[config.mk]
export PLATFORM = sky130hd
export DESIGN_NAME = uart_rx_fifo
export DESIGN_NICKNAME = d
export VERILOG_FILES = /design/src/rtl/uart_rx_fifo.sv
export SDC_FILE = /design/constraint.sdc
export NUM_CORES = 1
export LEC_CHECK = 0
export CORE_ASPECT_RATIO = 0.5
export CORE_UTILIZATION = 50
export CTS_BUF_LIST = sky130_fd_sc_hd__clkbuf_16
export DETAILED_ROUTE_END_ITERATION = 7
export PLACE_DENSITY = 0.72
export SLEW_MARGIN = 20
export SYNTH_ARGS = -nofsm -noshare
export SYNTH_HDL_FRONTEND = slang
export SYNTH_SLANG_ARGS = --single-unit
[constraint.sdc]
create_clock -name sys_clk -period 3.1 [get_ports sys_clk]
set_input_delay 0.31 -clock sys_clk [delete_from_list [all_inputs] [get_ports sys_clk]]
set_output_delay 0.31 -clock sys_clk [all_outputs]
set_load 0.005 [all_outputs]
[src/rtl/uart_rx_fifo.sv]
// UART 8N1 receiver feeding a first-word-fall-through receive FIFO.
// Latency: byte appears on rx_data/rx_valid one cycle after its stop-bit sample.
// Backpressure: rx_ready pops the head; a full FIFO drops new bytes and pulses overflow.
module uart_rx_fifo #(
    parameter int CLKS_PER_BIT = 234,
    parameter int FIFO_DEPTH   = 16
) (
    input  logic                          sys_clk,
    input  logic                          reset_n,
    input  logic                          uart_rxd,
    output logic [7:0]                    rx_data,
    output logic                          rx_valid,
    input  logic                          rx_ready,
    output logic                          frame_err,
    output logic                          overflow,
    output logic [$clog2(FIFO_DEPTH):0]   fifo_count
);

    localparam int          AW        = $clog2(FIFO_DEPTH);
    localparam logic [15:0] HALF_LOAD = 16'(CLKS_PER_BIT / 2 - 1);
    localparam logic [15:0] BIT_LOAD  = 16'(CLKS_PER_BIT - 1);
    localparam logic [AW:0] DEPTH_CNT = (AW + 1)'(FIFO_DEPTH);

    typedef enum logic [2:0] {
        S_IDLE,
        S_START,
        S_DATA,
        S_STOP,
        S_BREAK
    } state_t;

    // ------------------------------------------------------------------
    // Reset synchronizer: assertion is immediate, release waits two edges.
    // ------------------------------------------------------------------
    logic [1:0] rst_sync_q, rst_sync_d;
    logic       rst_n_s;

    // Shift a constant one in behind a released reset.
    always_comb begin
        rst_sync_d = {rst_sync_q[0], 1'b1};
    end

    // Reset synchronizer register, cleared directly by the external reset.
    always_ff @(posedge sys_clk or negedge reset_n) begin
        if (!reset_n) rst_sync_q <= 2'b00;
        else          rst_sync_q <= rst_sync_d;
    end

    assign rst_n_s = rst_sync_q[1];

    // ------------------------------------------------------------------
    // Serial line synchronizer; idle line is high so flops reset to one.
    // ------------------------------------------------------------------
    logic [1:0] rxd_sync_q, rxd_sync_d;
    logic       rxd_s;

    // Two-stage shift of the asynchronous serial input.
    always_comb begin
        rxd_sync_d = {rxd_sync_q[0], uart_rxd};
    end

    // Synchronizer register.
    always_ff @(posedge sys_clk or negedge rst_n_s) begin
        if (!rst_n_s) rxd_sync_q <= 2'b11;
        else          rxd_sync_q <= rxd_sync_d;
    end

    assign rxd_s = rxd_sync_q[1];

    // ------------------------------------------------------------------
    // Receive FSM: half-bit delay to the start-bit centre, then one full
    // bit time between samples.
    // ------------------------------------------------------------------
    state_t      state_q, state_d;
    logic [15:0] cnt_q, cnt_d;
    logic [2:0]  idx_q, idx_d;
    logic [7:0]  shreg_q, shreg_d;
    logic        push_req;
    logic        frame_err_q, frame_err_d;
    logic        cnt_zero;

    assign cnt_zero = (cnt_q == 16'd0);

    // Next-state, bit counter, sample capture and stop-bit outcome.
    always_comb begin
        state_d     = state_q;
        cnt_d       = cnt_q;
        idx_d       = idx_q;
        shreg_d     = shreg_q;
        push_req    = 1'b0;
        frame_err_d = 1'b0;
        case (state_q)
            S_IDLE: begin
                if (!rxd_s) begin
                    cnt_d   = HALF_LOAD;
                    state_d = S_START;
                end
            end
            S_START: begin
                if (!cnt_zero) begin
                    cnt_d = cnt_q - 16'd1;
                end else if (!rxd_s) begin
                    cnt_d   = BIT_LOAD;
                    idx_d   = 3'd0;
                    state_d = S_DATA;
                end else begin
                    // Line went back high before mid start bit: a glitch.
                    state_d = S_IDLE;
                end
            end
            S_DATA: begin
                if (!cnt_zero) begin
                    cnt_d = cnt_q - 16'd1;
                end else begin
                    shreg_d[idx_q] = rxd_s;
                    cnt_d          = BIT_LOAD;
                    if (idx_q == 3'd7) state_d = S_STOP;
                    else               idx_d   = idx_q + 3'd1;
                end
            end
            S_STOP: begin
                if (!cnt_zero) begin
                    cnt_d = cnt_q - 16'd1;
                end else if (rxd_s) begin
                    push_req = 1'b1;
                    state_d  = S_IDLE;
                end else begin
                    // Bad stop bit: discard and wait out a possible break.
                    frame_err_d = 1'b1;
                    state_d     = S_BREAK;
                end
            end
            S_BREAK: begin
                if (rxd_s) state_d = S_IDLE;
            end
            default: state_d = S_IDLE;
        endcase
    end

    // FSM and datapath registers.
    always_ff @(posedge sys_clk or negedge rst_n_s) begin
        if (!rst_n_s) begin
            state_q     <= S_IDLE;
            cnt_q       <= 16'd0;
            idx_q       <= 3'd0;
            shreg_q     <= 8'h00;
            frame_err_q <= 1'b0;
        end else begin
            state_q     <= state_d;
            cnt_q       <= cnt_d;
            idx_q       <= idx_d;
            shreg_q     <= shreg_d;
            frame_err_q <= frame_err_d;
        end
    end

    // ------------------------------------------------------------------
    // Receive FIFO (first-word fall-through, no write bypass).
    // ------------------------------------------------------------------
    logic [7:0]    mem_q [FIFO_DEPTH];
    logic [AW-1:0] wr_ptr_q, wr_ptr_d;
    logic [AW-1:0] rd_ptr_q, rd_ptr_d;
    logic [AW:0]   count_q, count_d;
    logic          overflow_q, overflow_d;
    logic          pop, full, wr_en;

    assign rx_valid = (count_q != '0);
    assign full     = (count_q == DEPTH_CNT);
    assign pop      = rx_valid & rx_ready;

    // Pointer and occupancy update; a pop frees the slot a full-FIFO push needs.
    always_comb begin
        wr_en      = push_req & (~full | pop);
        overflow_d = push_req & full & ~pop;
        wr_ptr_d   = wr_ptr_q;
        rd_ptr_d   = rd_ptr_q;
        count_d    = count_q;
        if (wr_en) wr_ptr_d = wr_ptr_q + AW'(1);
        if (pop)   rd_ptr_d = rd_ptr_q + AW'(1);
        if (wr_en && !pop)      count_d = count_q + (AW + 1)'(1);
        else if (!wr_en && pop) count_d = count_q - (AW + 1)'(1);
    end

    // FIFO control registers.
    always_ff @(posedge sys_clk or negedge rst_n_s) begin
        if (!rst_n_s) begin
            wr_ptr_q   <= '0;
            rd_ptr_q   <= '0;
            count_q    <= '0;
            overflow_q <= 1'b0;
        end else begin
            wr_ptr_q   <= wr_ptr_d;
            rd_ptr_q   <= rd_ptr_d;
            count_q    <= count_d;
            overflow_q <= overflow_d;
        end
    end

    // Storage array; contents are don't-care until written, reads are masked.
    always_ff @(posedge sys_clk) begin
        if (wr_en) mem_q[wr_ptr_q] <= shreg_q;
    end

    assign rx_data    = rx_valid ? mem_q[rd_ptr_q] : 8'h00;
    assign frame_err  = frame_err_q;
    assign overflow   = overflow_q;
    assign fifo_count = count_q;

endmodule
==> impl_metrics.toml <==
[status]
outcome = "complete, no violations"

[critical_path]
critPathLaunchType = "flip-flop"
cp.arrival_ps = 2700
cp_slowest_cell = "mux4_2"
crit_path_max_fanout = 18
critPathRequiredTime_ps = 2790
worst_path_largest_cell_delay_ps = 550
path_common_cell = "mux4_2"
end_kind = "output port"
cp_cell_sequence = "buf_12 > mux4_2 > mux4_2 > and2_1 > clkdlybuf4s50_1"
rrSetupSlack_ps = 120
critPathKind = "reg -> out"

[yosys]
syn_inst = 477
synth_edf_count = 128
synth_ff_type = "edfxtp_1"
ys_ff_latch = 177
ys_async_sr_fraction = 0.277
synth_seq_area_share = 0.666
yosys_warnings = 0
mappedNetlistArea_sq_um = 7620
syn_area_per_cell_sq_um = 16.0
synthDistinctLibCells = 56
syn_nets = 495

[placed_design]
place_area_sq_um = 8320
dp_hpwl_mm = 9.27
routabilityCongestion = 0.817
portBuffers = 19

[floorplanning]
num_rows = 31
initial_core_util = 0.519
dieHeight_um = 89.3
die_area_sq_um = 15800
io_pins = 20
die_width_um = 177
core_sq_um = 14700

[pwr]
vdd_drop_max_mv = 0.334
p_sw_w = 0.00206
combPwrFrac = 0.265
p_int_w = 0.00482
pwr-share-seq = 0.425
p_leak_nw = 3.04
p_per_area_nw_per_um2 = 765
clkPwrFrac = 0.310
p_sw_frac = 0.300

[run]
drv_cap = 0

[cells_and_area]
final_cell_mix = "128 x edfxtp_1, 45 x dfrtp_1, 40 x mux4_2"
drive_gt1_frac = 0.256
area_delta_synth_final_pct = 18.2
stdcell_area_sq_um = 9000
nets = 541
antenna_cells = 0
nFillCells = 1067
layout.cells.most_common = "edfxtp_1"

[sta]
fmax_mhz = 333
hold_ws_ps = 39.5
setup_viol = 0
worst_pin_slew_ps = 680
hold_viol_final = 0
fin_crit_sh = 0.969
finalMaxSlewViolations = 0
period_needed_ps = 3010
slew_headroom = 0.546
fin_worst_skew_ps = 23.0
rsz0062_at_grt = "false"

[grt]
grt_usage = 0.198
grt_pass1_wl_mm = 22.5
grt_antenna_before_repair = 0
grt_pass1_vias = 4120
grt_overflow = 0
grt_max_degree = 48

[min_path]
hp-class = "in -> async"

[clock_tree]
cts-htree-levels = 4
cts_tree = "built"
cts_buffer_depth = 2
cts_root_buf = "clkbuf_16"
clk_pin_slew_ps = 70
cts_hold_buf = 0
cts_buffers = 17
clock_latency_ps = 440
cts_sinks = 177

[drt]
drc = 0
first_pass_iters = 4
vias = 4117
wl_per_cell_um = 19.3
vias_per_cell = 5.61
postRouteWirelength_mm = 14.2
drtIter0Drc = 303
postRouteAntennaNets = 0
-- routing by layer --
metal	share of wire	wire length, um	vias up	global-route usage
met5	0	0	-	0
met4	0.010	141	0	0.0564
met3	0.058	820	15	0.0527
met2	0.48	6810	101	0.318
met1	0.45	6390	2080	0.272
li1	-	-	1921	-
-- logic make-up after synthesis --
logic type / count (synthesis) / share of synthesized area
mux: 50 / 0.133
simple gates: 129 / 0.0927
xor+xnor: 12 / 0.0138
compound gates: 54 / 0.0486
other cells: 1 / 0.000492
fa+ha+maj: 14 / 0.0240
buf+inv: 40 / 0.0212
flops: 177 / 0.666
-- sequential cells by signal (all words and copies together) (netlist names), 3 cells and up --
signal,cells
shreg_q,8
mem_q,128
cnt_q,16
rd_ptr_q,4
wr_ptr_q,4
idx_q,3
state_q,3
fifo_count,5
-- cell usage after synthesis, types with 3 or more instances --
cell	count	area [sq um]
a21oi_1	11	55.1
buf_2	3	15.0
o21ai_0	15	75.1
mux2_2	6	67.6
or4_1	3	22.5
nor4_1	4	25.0
ha_1	13	163
nor3b_1	3	22.5
xor2_1	3	26.3
inv_1	15	56.3
o31ai_1	5	37.5
or3_1	9	56.3
o211ai_1	5	37.5
and2_1	25	156
xnor2_1	9	78.8
clkbuf_1	16	60.1
buf_1	5	18.8
nor3_1	7	35.0
mux4_2	40	901
nand3b_1	3	22.5
nand3_1	8	40.0
edfxtp_1	128	3840
dfrtp_1	47	1180
nand2_1	32	120
nor2_1	20	75.1
-- critical path, delay by kind of cell, from the launching register on --
family	cells	cell delay [ps]
simple gates	1	170
buf+inv	2	630
flops	1	430
mux	2	1030
-- final timing paths --
check,startpoint,to,cells past startpoint
min in group sys_clk,uart_rxd,rxd_sync_q[0],1
min,reset_n,rst_sync_q[1],1
max in group asynchronous,rst_sync_q[1],rd_ptr_q[0],0
min reg2reg,rst_sync_q[1],cnt_q[9],0
max,rd_ptr_q[0],rx_data[0],5
max reg2reg,cnt_q[1],fifo_count[4],14
-- cell type report --
cell class	instances	area, sq um	area share
flip-flops and latches	177	5080	0.564
multi-input cells	260	2440	0.271
repair buffers	52	572	0.0635
clock buffers	17	425	0.0473
well taps	198	248	0.0275
clock inverters	15	178	0.0197
inverters	15	58.8	0.00653
-- power by group through the flow --
| stage | clock (W) | sequential (W) | combinational, W |
|---|---|---|---|
| finish | 0.00214 | 0.00293 | 0.00182 |
| global route | 0.00228 | 0.00297 | 0.00200 |
| CTS | 0.00217 | 0.00293 | 0.00180 |
| detailed placement | 0 | 0.00298 | 0.00179 |
| global placement | 0 | 0.00298 | 0.00176 |
| floorplan | 0 | 0.00285 | 0.00131 |
-- repair_timing --
item,4_1_cts,5_1_grt
endpoints found under the setup margin,15,59
resized for setup,3,9
setup buffers,0,5
pin swaps,0,1
-- per-stage QoR --
stage               TNS [ps]  cells   util  setup slack, ps  power (W)
floorplan               -105    477      -             -105    0.00416
global placement           0    697  0.568             54.9    0.00473
detailed placement     -4.38    697  0.568            -4.38    0.00477
CTS                        0    729  0.609             6.85    0.00691
global route               0    734  0.614             1.74    0.00725
finish                     0    734  0.614             94.7    0.00688
Power figures use the tool's default switching activity.
